[src/rtl/bno08x_dual_sensor_scheduler_pkg.sv]
// Shared definitions for the dual BNO08X sensor scheduler.
//   sched_state_t      : scheduler FSM states
//   DRUM_NONE          : drum code meaning "no trigger"
//   DEF_*              : default parameter values for the top level
//   pick_winner()      : round-robin arbitration between the two sensors
package bno08x_sched_pkg;

    typedef enum logic [1:0] {
        ST_IDLE    = 2'd0,
        ST_SETTLE  = 2'd1,
        ST_ACTIVE  = 2'd2,
        ST_RELEASE = 2'd3
    } sched_state_t;

    localparam logic [3:0] DRUM_NONE          = 4'd8;
    localparam int         DEF_SETTLE_CYCLES  = 3;
    localparam int         DEF_TIMEOUT_CYCLES = 30000;

    // With both sensors pending, the one not served last wins; with a single
    // pending sensor that one wins (pend[1] alone -> 1, pend[0] alone -> 0).
    function automatic logic pick_winner(input logic [1:0] pend, input logic last_served);
        return (&pend) ? ~last_served : pend[1];
    endfunction

endpackage

[src/rtl/bno08x_dual_sensor_scheduler_sync_2ff.sv]
// Single-bit two-flop synchronizer for asynchronous level inputs.
//   clk, rst_n : clock, asynchronous active-low reset
//   d          : asynchronous input
//   q          : synchronized output (resets to RESET_VAL)
module sync_2ff #(
    parameter logic RESET_VAL = 1'b1
) (
    input  logic clk,
    input  logic rst_n,
    input  logic d,
    output logic q
);

    logic meta_reg;
    logic q_reg;

    always_ff @(posedge clk or negedge rst_n) begin
        if (!rst_n) begin
            meta_reg <= RESET_VAL;
            q_reg    <= RESET_VAL;
        end else begin
            meta_reg <= d;
            q_reg    <= meta_reg;
        end
    end

    assign q = q_reg;

endmodule

[src/rtl/bno08x_dual_sensor_scheduler.sv]
// Time-multiplexes one shared BNO08X SPI controller / drum datapath between
// two sensors with round-robin fairness.
//   clk, rst_n             : 3 MHz clock, asynchronous active-low reset
//   enable                 : allow new grants
//   h_intn1, h_intn2       : raw active-low sensor interrupts (async)
//   spi_cs_n_in            : chip select from the shared controller
//   ctrl_busy, txn_done    : controller status / report-done pulse
//   trig_in, trig_valid_in : drum code from the shared processor
//   sensor_select          : 0 = sensor 1, 1 = sensor 2
//   h_intn_mux             : interrupt forwarded to the controller
//   cs1_n, cs2_n           : gated per-sensor chip selects
//   trig1/2, trig_valid1/2 : per-sensor drum code and pulse
//   timeout_err            : sticky per-sensor timeout flags
module bno08x_dual_sensor_scheduler
    import bno08x_sched_pkg::*;
#(
    parameter int SETTLE_CYCLES  = DEF_SETTLE_CYCLES,
    parameter int TIMEOUT_CYCLES = DEF_TIMEOUT_CYCLES
) (
    input  logic       clk,
    input  logic       rst_n,
    input  logic       enable,
    input  logic       h_intn1,
    input  logic       h_intn2,
    input  logic       spi_cs_n_in,
    input  logic       ctrl_busy,
    input  logic       txn_done,
    input  logic [3:0] trig_in,
    input  logic       trig_valid_in,
    output logic       sensor_select,
    output logic       h_intn_mux,
    output logic       cs1_n,
    output logic       cs2_n,
    output logic [3:0] trig1,
    output logic [3:0] trig2,
    output logic       trig_valid1,
    output logic       trig_valid2,
    output logic [1:0] timeout_err
);

    localparam int SETTLE_W  = $clog2(SETTLE_CYCLES + 1);
    localparam int TIMEOUT_W = (TIMEOUT_CYCLES > 1) ? $clog2(TIMEOUT_CYCLES) : 1;
    localparam logic [SETTLE_W-1:0]  SETTLE_LAST  = SETTLE_W'(SETTLE_CYCLES);
    localparam logic [TIMEOUT_W-1:0] TIMEOUT_LAST = TIMEOUT_W'(TIMEOUT_CYCLES - 1);

    logic [1:0] intn_raw;
    logic [1:0] intn_sync;
    logic [1:0] pend;

    assign intn_raw = {h_intn2, h_intn1};

    genvar gi;
    generate
        for (gi = 0; gi < 2; gi++) begin : g_sync
            sync_2ff #(.RESET_VAL(1'b1)) u_sync (
                .clk   (clk),
                .rst_n (rst_n),
                .d     (intn_raw[gi]),
                .q     (intn_sync[gi])
            );
        end
    endgenerate

    assign pend = ~intn_sync;

    sched_state_t         state_reg, state_next;
    logic                 sel_reg, sel_next;
    logic                 last_reg, last_next;
    logic [SETTLE_W-1:0]  settle_cnt_reg, settle_cnt_next;
    logic [TIMEOUT_W-1:0] to_cnt_reg, to_cnt_next;
    logic [1:0]           terr_reg, terr_next;

    always_ff @(posedge clk or negedge rst_n) begin
        if (!rst_n) begin
            state_reg      <= ST_IDLE;
            sel_reg        <= 1'b0;
            last_reg       <= 1'b1;   // sensor 1 wins the first tie
            settle_cnt_reg <= '0;
            to_cnt_reg     <= '0;
            terr_reg       <= '0;
        end else begin
            state_reg      <= state_next;
            sel_reg        <= sel_next;
            last_reg       <= last_next;
            settle_cnt_reg <= settle_cnt_next;
            to_cnt_reg     <= to_cnt_next;
            terr_reg       <= terr_next;
        end
    end

    always_comb begin
        state_next      = state_reg;
        sel_next        = sel_reg;
        last_next       = last_reg;
        settle_cnt_next = settle_cnt_reg;
        to_cnt_next     = to_cnt_reg;
        terr_next       = terr_reg;
        case (state_reg)
            ST_IDLE: begin
                if (enable && !ctrl_busy && (|pend)) begin
                    sel_next        = pick_winner(pend, last_reg);
                    settle_cnt_next = '0;
                    state_next      = ST_SETTLE;
                end
            end
            ST_SETTLE: begin
                // Counter starts at 0, so SETTLE lasts SETTLE_CYCLES+1 cycles.
                if (settle_cnt_reg == SETTLE_LAST) begin
                    to_cnt_next = '0;
                    state_next  = ST_ACTIVE;
                end else begin
                    settle_cnt_next = settle_cnt_reg + SETTLE_W'(1);
                end
            end
            ST_ACTIVE: begin
                // txn_done is checked first so it beats a coincident timeout.
                if (txn_done) begin
                    state_next = ST_RELEASE;
                end else if (to_cnt_reg == TIMEOUT_LAST) begin
                    terr_next[sel_reg] = 1'b1;
                    state_next         = ST_RELEASE;
                end else begin
                    to_cnt_next = to_cnt_reg + TIMEOUT_W'(1);
                end
            end
            ST_RELEASE: begin
                if (!ctrl_busy) begin
                    last_next  = sel_reg;
                    state_next = ST_IDLE;
                end
            end
            default: state_next = ST_IDLE;
        endcase
    end

    // Grant is held in ACTIVE and RELEASE so the controller can finish its
    // current SPI frame after txn_done.
    logic granted;
    logic trig_accept;
    assign granted     = (state_reg == ST_ACTIVE) || (state_reg == ST_RELEASE);
    assign trig_accept = trig_valid_in && granted;

    logic [1:0][3:0] trig_reg;
    logic [1:0]      tv_reg;

    always_ff @(posedge clk or negedge rst_n) begin
        if (!rst_n) begin
            trig_reg <= {2{DRUM_NONE}};
            tv_reg   <= '0;
        end else begin
            for (int i = 0; i < 2; i++) begin
                tv_reg[i] <= trig_accept && (sel_reg == 1'(i));
                if (trig_accept && (sel_reg == 1'(i))) begin
                    trig_reg[i] <= trig_in;
                end
            end
        end
    end

    assign sensor_select = sel_reg;
    assign h_intn_mux    = (state_reg == ST_ACTIVE) ? intn_sync[sel_reg] : 1'b1;
    assign cs1_n         = (granted && !sel_reg) ? spi_cs_n_in : 1'b1;
    assign cs2_n         = (granted &&  sel_reg) ? spi_cs_n_in : 1'b1;
    assign trig1         = trig_reg[0];
    assign trig2         = trig_reg[1];
    assign trig_valid1   = tv_reg[0];
    assign trig_valid2   = tv_reg[1];
    assign timeout_err   = terr_reg;

endmodule

[config.mk]
export PLATFORM = sky130hd
export DESIGN_NAME = bno08x_dual_sensor_scheduler
export DESIGN_NICKNAME = d
export VERILOG_FILES = /design/src/rtl/bno08x_dual_sensor_scheduler_pkg.sv /design/src/rtl/bno08x_dual_sensor_scheduler_sync_2ff.sv /design/src/rtl/bno08x_dual_sensor_scheduler.sv
export SDC_FILE = /design/constraint.sdc
export NUM_CORES = 1
export LEC_CHECK = 0
export CORE_ASPECT_RATIO = 2
export CORE_UTILIZATION = 25
export CTS_BUF_LIST = sky130_fd_sc_hd__clkbuf_8
export DETAILED_ROUTE_END_ITERATION = 16
export SETUP_SLACK_MARGIN = 0.15
export SLEW_MARGIN = 10
export SYNTH_ARGS = -nofsm -noshare
export SYNTH_HDL_FRONTEND = slang
export SYNTH_SLANG_ARGS = --single-unit
[constraint.sdc]
create_clock -name clk -period 2.1 [get_ports clk]
set_clock_uncertainty 0.1 [all_clocks]
set_input_delay 0.42 -clock clk [delete_from_list [all_inputs] [get_ports clk]]
set_output_delay 0.42 -clock clk [all_outputs]
set_load 0.02 [all_outputs]
==> Word level (Yosys, flattened, before mapping) <==
Index checks and enable logic that the tools add are counted.
{ "word_totals": {"output_inout_bits": 16, "ff_bits": 37, "in_bits": 13, "wordCells": 78} }
{ "classes": {"n_addsub": 2, "n_reduce_logical": 22, "n_mux": 21, "order_cmp": 2, "bitwise_logic": 6, "n_eq_ne": 12} }
{ "ops": {"columns": ["op", "n"], "rows": [
  ["$mux W15", 3],
  ["$pmux W15 S2", 1],
  ["$add A15 B1 Y15 const B", 1],
  ["$eq A15 B15 Y1 const B", 1],
  ["$mux W2", 7],
  ["$ne A2 B2 Y1 const B", 6],
  ["$logic_and A1 B1 Y1", 8],
  ["$pmux W2 S4", 1],
  ["$reduce_and A4 Y1", 2],
  ["$mux W1", 7],
  ["$eq A2 B2 Y1 const B", 3],
  ["$reduce_and A2 Y1", 3],
  ["$reduce_and A3 Y1", 2],
  ["$not A1 Y1", 4],
  ["$pmux W2 S2", 1],
  ["$reduce_bool A2 Y1", 2],
  ["$ne A3 B3 Y1 const B", 1],
  ["$add A2 B1 Y2 const B", 1],
  ["$eq A2 B1 Y1 const B", 1],
  ["$logic_not A1 Y1", 2],
  ["$logic_not A2 Y1", 1],
  ["$lt A1 B2 Y1 const B", 1],
  ["$not A2 Y2", 1],
  ["$or A2 B2 Y2", 1],
  ["other kinds (4)", 4]
]} }

==> Depth between registers and ports, before layout <==
Gate-level depths: netlist of the first run.
{ "depth": {"word_depth": 5, "depth_mapped": 8, "mapped_depth_nobuf": 7} }

==> By module <==
Synthesis of the first run repeated with hierarchy kept, for this count alone.
{ "unflattened": {"hier_cells": 174, "hier_area_um2": 1878.1} }
{ "modules_own_cells": {"columns": ["module", "area_each_um2", "n_inst", "seq_area_each_um2", "cells_each"], "rows": [
  ["bno08x_dual_sensor_scheduler", 1773.0, 1, 829.5, 170],
  ["sync_2ff", 52.6, 2, 52.6, 2]
]} }

==> Least setup slack after synthesis of the first run <==
OpenSTA, ideal clock, no wires.
{ "synth_path": {"kind": "register -> register", "startpoint": "reg to_cnt_reg[4]", "endpoint": "reg state_reg[1]", "setup_ns": 0.125, "slack_ns": -0.096, "synth_period_minus_slack_ns": 2.196, "path_stages_with_launch": 6, "path_buffers": 0, "t_arrival_ns": 1.971, "required_time_ns": 1.875, "path_cell_list": "dfrtp_1 -> or4b_4 -> nor4_2 -> nor2_1 -> a2111oi_4 -> mux2_4"} }
{ "synth_between": {"elab_chain_len": 3} }
{ "synth_lines": {"columns": ["element", "line", "rtl"], "rows": [
  ["from (decl)", "bno08x_dual_sensor_scheduler.sv:70", "logic [TIMEOUT_W-1:0] to_cnt_reg, to_cnt_next;"],
  ["from (signal assigned)", "bno08x_dual_sensor_scheduler.sv:86", "to_cnt_reg <= to_cnt_next;"],
  ["$eq A15 B15 Y1", "bno08x_dual_sensor_scheduler.sv:119", "end else if (to_cnt_reg == TIMEOUT_LAST) begin"],
  ["$ne A3 B3 Y1 (no source line)", null, null],
  ["$reduce_and A4 Y1 (no source line)", null, null],
  ["to (signal assigned)", "bno08x_dual_sensor_scheduler.sv:82", "state_reg <= state_next;"],
  ["to (decl)", "bno08x_dual_sensor_scheduler.sv:66", "sched_state_t state_reg, state_next;"]
]} }
Every way passes these cells.
A chain may end at the register's enable or synchronous reset.

==> Final worst setup path of the first run <==
Ends and elaborated chain as after synthesis.

==> flow_metrics.py, run 1 <==
metrics = {
    "final_layout": {
        "antenna_cells": 0,
        "num-fill-cells": 723,
        "syn2layout_area_growth_pct": 51.15,
        "largest_register_ffs": 15,
        "final_common_cell": "buf_4",
        "fin_nets": 270,
        "drive_gt1_frac": 0.4382,
        "final_cell_mix": "buf_4 (41), dfrtp_1 (30), clkdlybuf4s50_1 (22)",
    },
    "clock_tree": {
        "cts_sinks": 37,
        "clkTransAtPathRegs_ns": 0.07,
        "htree_num_levels": 2,
        "cts_root_buf": "clkbuf_8",
        "clk_latency_ns": 0.30,
        "cts.path.max_buffers": 2,
        "numCtsBuffers": 5,
        "hold_buffers": 0,
        "cts_tree": "yes",
    },
    "global_routing": {
        "grt.busiest_layer": "met2",
        "grt_pass1_wl_um": 8231,
        "antenna_found_initial": 0,
        "grt_use_total": 0.1356,
        "grt_max_degree": 38,
        "grt_overflow_total": 0,
        "grt_use_met1": 0.1239,
        "grtUsageMet3": 0.02737,
        "grt_pass1_vias": 1760,
        "gr-usage-met2": 0.2591,
    },
    "pwr": {
        "leakage_nw": 1.269,
        "power.density_nw_per_um2": 1201,
        "ir_drop_mv": 0.3693,
        "total_power_mw": 3.445,
    },
    "worst_setup_path": {
        "slowest_stage": "or4b_4",
        "path_cells": "or4b_4 -> buf_6 -> nor4_4 -> nor2_2 -> a2111oi_4 -> mux2_4",
        "cp.depth": 6,
        "worst_r2r_startpoint": "to_cnt_reg[4]",
        "cp_top_family": "simple AND/OR/NAND/NOR gates",
        "worst-path-buf-inv": 1,
        "criticalPathCategory": "flop to flop",
        "crit_path_end_kind": "flop",
        "critPathArrivalTime_ns": 2.20,
        "worstSetupEndpoint": "state_reg[1]",
        "critPathMaxStageDelay_ns": 0.55,
        "cp_max_fo": 2,
        "cp.required_ns": 2.19,
        "r2r_slack_ns": -0.02,
        "reg2reg_depth": 6,
        "crit_start": "to_cnt_reg[4]",
        "r2r-end": "state_reg[1]",
        "start_kind": "flop",
    },
    "yosys": {
        "ys_seq_elements": 37,
        "yosys_warnings": 0,
        "synth-edff-count": 0,
        "async_flop_share": 1.000,
        "synthFlopType": "dfrtp_1",
        "syn_avg_cell_area_um2": 10.78,
        "yosysSeqAreaShare": 0.4924,
        "synth_cell_types": 45,
        "synth_area_um2": 1898,
        "synth_fp_nets": 196,
        "syn_inst": 176,
    },
    "floorplanning": {
        "fp.dieH_um": 125.2,
        "rows": 44,
        "core-area_um2": 7322,
        "dieArea_um2": 7966,
        "start_util": 0.2592,
        "die_w_um": 63.61,
        "io_pins": 29,
    },
    "routing": {
        "drc": 0,
        "drt_iter0_markers": 54,
        "dr.pass1.iters": 4,
        "wl_per_cell_um": 14.41,
        "viasPerCell": 4.863,
        "ant_nets": 0,
        "wirelength_um": 4941,
        "vias": 1668,
    },
    "outcome": {
        "status": "finished with violations",
        "violations": "setup timing",
    },
    "timing": {
        "relSlewSlack": 0.6813,
        "fin_crit_sh": 1.008,
        "fmax_ghz": 0.4722,
        "setup-violations-final": 1,
        "drv_slew": 0,
        "rsz0062_at_grt": "yes",
        "hold_ws_ns": 0.2579,
        "finalHoldViolCount": 0,
        "fin_crit_ns": 2.118,
        "finalWorstSetupSlack_ns": -0.01782,
        "tightest_slew_ns": 0.4781,
    },
    "hold_path": {
        "hold_path_class": "flop to flop",
    },
    "place": {
        "dp_hpwl_um": 3616,
        "post-place-ws_ns": -0.1236,
        "port_buffers": 28,
        "gp_congestion": 0.7811,
    },
    "flow_run": {
        "maxCapViolCount": 0,
    },
}
metrics by stage:
| stage | area, µm² | cells | TNS (ns) | util |
|---|---|---|---|---|
| 4_1_cts | 2784 | 339 | -0.04164 | 0.3802 |
| 2_1_floorplan | 1909 | 176 | 0 | - |
| 3_3_place_gp | 2571 | 329 | -0.2721 | 0.3512 |
| 3_5_place_dp | 2571 | 329 | -0.3426 | 0.3512 |
| 6_report | 2869 | 343 | -0.01782 | 0.3918 |
| 5_1_grt | 2869 | 343 | -0.5021 | 0.3918 |
what timing repair did:
item	4_1_cts	5_1_grt
pin swaps	10	2
resized for setup	43	13
hold endpoints to repair	0	0
setup endpoints to repair	24	21
buffers inserted	2	4
final cells by class:
class,instances,area [µm²],share of cell area
clock buffers,5,68.82,0.02399
clock inverters,3,42.54,0.01483
multi-input cells,126,1047,0.3650
inverters,6,22.52,0.007850
flip-flops and latches,37,934.6,0.3258
well taps,92,115.1,0.04012
repair buffers,74,638.1,0.2224
cell usage after synthesis, types with 2 or more instances:
| cell | number | area, µm² |
|---|---|---|
| nor2b_1 | 2 | 12.51 |
| nor2_1 | 12 | 45.04 |
| o21ai_0 | 4 | 20.02 |
| ha_1 | 7 | 87.58 |
| a31oi_1 | 5 | 31.28 |
| nand2b_1 | 4 | 25.02 |
| o21ai_1 | 8 | 40.04 |
| o31ai_1 | 7 | 52.55 |
| and3_1 | 4 | 25.02 |
| clkbuf_1 | 6 | 22.52 |
| mux2i_1 | 3 | 30.03 |
| nand3_1 | 11 | 55.05 |
| o211ai_1 | 2 | 15.01 |
| or4_1 | 3 | 22.52 |
| nand4b_1 | 2 | 17.52 |
| inv_1 | 6 | 22.52 |
| nand2_1 | 15 | 56.30 |
| mux2_2 | 10 | 112.6 |
| dfrtp_1 | 30 | 750.7 |
| dfstp_2 | 7 | 183.9 |
| or3_1 | 2 | 12.51 |
| a22o_1 | 3 | 26.28 |
layer usage:
metal / up-vias / share of wire
met4: 0 / 0.034
met2: 29 / 0.60
li1: 796 / -
met1: 831 / 0.35
met5: - / 0
met3: 12 / 0.020
worst reg2reg max path, stage by stage (launching register included):
cell and delay [ns]:
dfrtp_1 0.39, or4b_4 0.55, buf_6 0.14, nor4_4 0.17, nor2_2 0.08, a2111oi_4 0.25, mux2_4 0.34
kinds of logic (layout without fill, tap and decap cells):
group                      count (synthesis)  in the layout  share of synthesized area
AOI/OAI and AO/OA                         41             41                     0.1642
adders and majority gates                  7              7                    0.04614
buffers and inverters                     13             88                    0.02966
DFF                                       37             37                     0.4924
muxes                                     14             14                    0.08306
and+or+nand+nor                           64             64                     0.1846
worst min path at each step:
stage | to | slack (ns) | from | cells past startpoint
after floorplan | sensor_select | 0.02 | rst_n | 0
after global placement | g_sync[1].u_sync.q | 0.25 | g_sync[1].u_sync.meta_reg | 0
after CTS | g_sync[1].u_sync.q | 0.26 | g_sync[1].u_sync.meta_reg | 0
after detailed placement | g_sync[1].u_sync.q | 0.25 | g_sync[1].u_sync.meta_reg | 0
final | g_sync[1].u_sync.q | 0.26 | g_sync[1].u_sync.meta_reg | 0
after global routing | g_sync[0].u_sync.q | 0.27 | g_sync[0].u_sync.meta_reg | 0
where the power goes:
| part | leakage [nW] | internal, mW | switching, mW | total, mW |
|---|---|---|---|---|
| clock network | 0.0595 | 0.352 | 0.268 | 0.620 |
| registers | 0.463 | 0.905 | 0.110 | 1.02 |
| logic | 0.746 | 0.905 | 0.905 | 1.81 |
(Power assumes the default switching activity.)
==> inputs of run 2 (changes only) <==
- CORE_MARGIN: unset -> 4
- HOLD_SLACK_MARGIN: unset -> 0.03
- clock period: 2.1 -> 2.6 ns (I/O delays scaled with it)
==> run 2 against run 1 <==
Effect of this change:
- the run now ends clean
- cell count decreased by 11%
- clock-buffer cell count unchanged
- via count decreased by 10%
- clock power decreased by 1%
- hold slack improved by 0.0013 ns
- non-clock buffer count decreased by 38
- sequential cell count unchanged
- fmax decreased by 7.9%
- first-iteration DRC count increased by 70%
- setup slack improved by 0.32 ns
- sequential share of layout area increased by 5.5 points
- register-to-register slack improved by 0.32 ns
==> flow_metrics.py, run 2 (same netlist as run 1, synthesis figures left out) <==
metrics = {
    "outcome": {
        "status": "finished, final reports clean",
    },
    "timing": {
        "fin_crit_ns": 2.300,
        "tightest_slew_ns": 0.5462,
        "fin_crit_sh": 0.8846,
        "relSlewSlack": 0.6343,
        "rsz0062_at_grt": "no",
        "tns_ns": 0,
        "finalHoldViolCount": 0,
        "finalWorstSetupSlack_ns": 0.3000,
        "drv_slew": 0,
        "fmax_ghz": 0.4348,
        "setup-violations-final": 0,
    },
    "final_layout": {
        "final_common_cell": "dfrtp_1",
        "antenna_cells": 0,
        "drive_gt1_frac": 0.2019,
        "num-fill-cells": 747,
        "fin_nets": 232,
        "final_cell_mix": "dfrtp_1 (30), clkdlybuf4s50_1 (25), nand2_1 (15)",
        "stdcell_area_um2": 2456,
        "syn2layout_area_growth_pct": 29.40,
        "largest_register_ffs": 15,
    },
    "routing": {
        "viasPerCell": 4.905,
        "wirelength_um": 4437,
        "vias": 1496,
        "wl_per_cell_um": 14.55,
        "dr.pass1.iters": 4,
        "drc": 0,
        "drt_iter0_markers": 92,
        "ant_nets": 0,
    },
    "place": {
        "dp_hpwl_um": 3410,
        "placed_cell_area_um2": 2320,
        "post-place-ws_ns": 0.1677,
        "port_buffers": 28,
        "gp_congestion": 0.7884,
    },
    "global_routing": {
        "grt_pass1_vias": 1631,
        "antenna_found_initial": 0,
        "grt_max_degree": 38,
        "grt_pass1_wl_um": 7755,
        "grt_overflow_total": 0,
        "grt_use_total": 0.1060,
    },
    "pwr": {
        "p_seq_frac": 0.325,
        "power.density_nw_per_um2": 1045,
        "leakage_nw": 1.018,
        "switching_power_mw": 0.9125,
        "ir_drop_mv": 0.2205,
        "pwr-share-clk": 0.238,
        "comb_power_share": 0.437,
        "power.internal_mw": 1.655,
        "p_sw_frac": 0.3554,
    },
    "worst_setup_path": {
        "criticalPathCategory": "flop to flop",
        "r2r_slack_ns": 0.30,
        "r2r-end": "state_reg[1]",
        "cp.required_ns": 2.69,
        "cp_max_fo": 4,
        "start_kind": "flop",
        "reg2reg_depth": 5,
        "critPathArrivalTime_ns": 2.39,
        "worst_r2r_startpoint": "to_cnt_reg[6]",
        "crit_path_end_kind": "flop",
    },
    "clock_tree": {
        "cts_setup_buffers": 0,
        "cts_sinks": 37,
        "htree_num_levels": 2,
        "clkTransAtPathRegs_ns": 0.08,
        "cts_root_buf": "clkbuf_8",
        "cts_tree": "yes",
        "cts.path.max_buffers": 2,
        "clk_latency_ns": 0.30,
        "numCtsBuffers": 5,
    },
    "floorplanning": {
        "rows": 44,
        "die_w_um": 69.61,
        "fp.dieH_um": 131.2,
        "io_pins": 29,
        "dieArea_um2": 9135,
        "core-area_um2": 7322,
        "start_util": 0.2592,
    },
    "hold_path": {
        "hold_depth": 0,
        "hold_path_class": "flop to flop",
        "worstHoldStart": "g_sync[1].u_sync.meta_reg",
        "hold_path_end": "g_sync[1].u_sync.q",
    },
    "flow_run": {
        "maxCapViolCount": 0,
    },
}
[run 2: what timing repair did]
item	4_1_cts	5_1_grt
hold buffers	0	0
resized for setup	4	1
setup endpoints to repair	3	1
[run 2: layer usage]
metal  track usage  up-vias  part of all wire
met5             0        -                 0
met4       0.06290        0             0.027
met3       0.02829        8             0.036
met2        0.1989       35              0.58
met1       0.09957      731              0.35
li1              -      722                 -
[run 2: worst max path at each step]
stage               depth (start not counted)           from            to  slack [ns]
CTS                                         5   state_reg[0]         cs1_n        0.24
floorplan                                   5  to_cnt_reg[4]  state_reg[1]        0.40
global placement                            3    spi_cs_n_in         cs1_n        0.16
finish                                      5  to_cnt_reg[6]  state_reg[1]        0.30
global route                                5   state_reg[0]         cs1_n        0.18
detailed placement                          3    spi_cs_n_in         cs1_n        0.17
[run 2: layout make-up]
class | count | area (µm²) | share of cell area
Tap cell | 92 | 115.1 | 0.04687
Multi-Input combinational cell | 126 | 909.6 | 0.3704
Inverter | 6 | 22.52 | 0.009170
Clock inverter | 3 | 68.82 | 0.02802
Timing Repair Buffer | 36 | 336.6 | 0.1370
Clock buffer | 5 | 68.82 | 0.02802
Sequential cell | 37 | 934.6 | 0.3805
[run 2: through the flow]
| stage | hold slack [ns] | instances | power (mW) | util |
|---|---|---|---|---|
| 3_5_place_dp | 0.2491 | 297 | 1.997 | 0.3168 |
| 6_report | 0.2591 | 305 | 2.568 | 0.3354 |
| 2_1_floorplan | 0.1244 | 176 | 1.559 | - |
| 4_1_cts | 0.2617 | 305 | 2.608 | 0.3354 |
| 3_3_place_gp | 0.2460 | 297 | 1.975 | 0.3168 |
| 5_1_grt | 0.2679 | 305 | 2.741 | 0.3354 |
[run 2: power by group through the flow]
stage                     Combinational (mW)  Clock [mW]  Sequential [mW]
after floorplan                        0.642           0            0.917
after global placement                  1.13           0            0.840
after detailed placement                1.15           0            0.849
after CTS                               1.14       0.627            0.837
after global routing                    1.23       0.652            0.861
final                                   1.12       0.612            0.835
[run 2: critical path, cell delays in order (launching register included)]
cell and delay [ns]:
dfrtp_1 0.43, or4b_4 0.56, nor4_2 0.31, nor2_1 0.11
a2111oi_4 0.35, mux2_4 0.33
==> inputs of run 3 (changes only) <==
- ABC_CLOCK_PERIOD_IN_PS: unset -> 2600
==> results of run 3 <==
The final DEF is identical to that of run 2; final timing and power are the same.
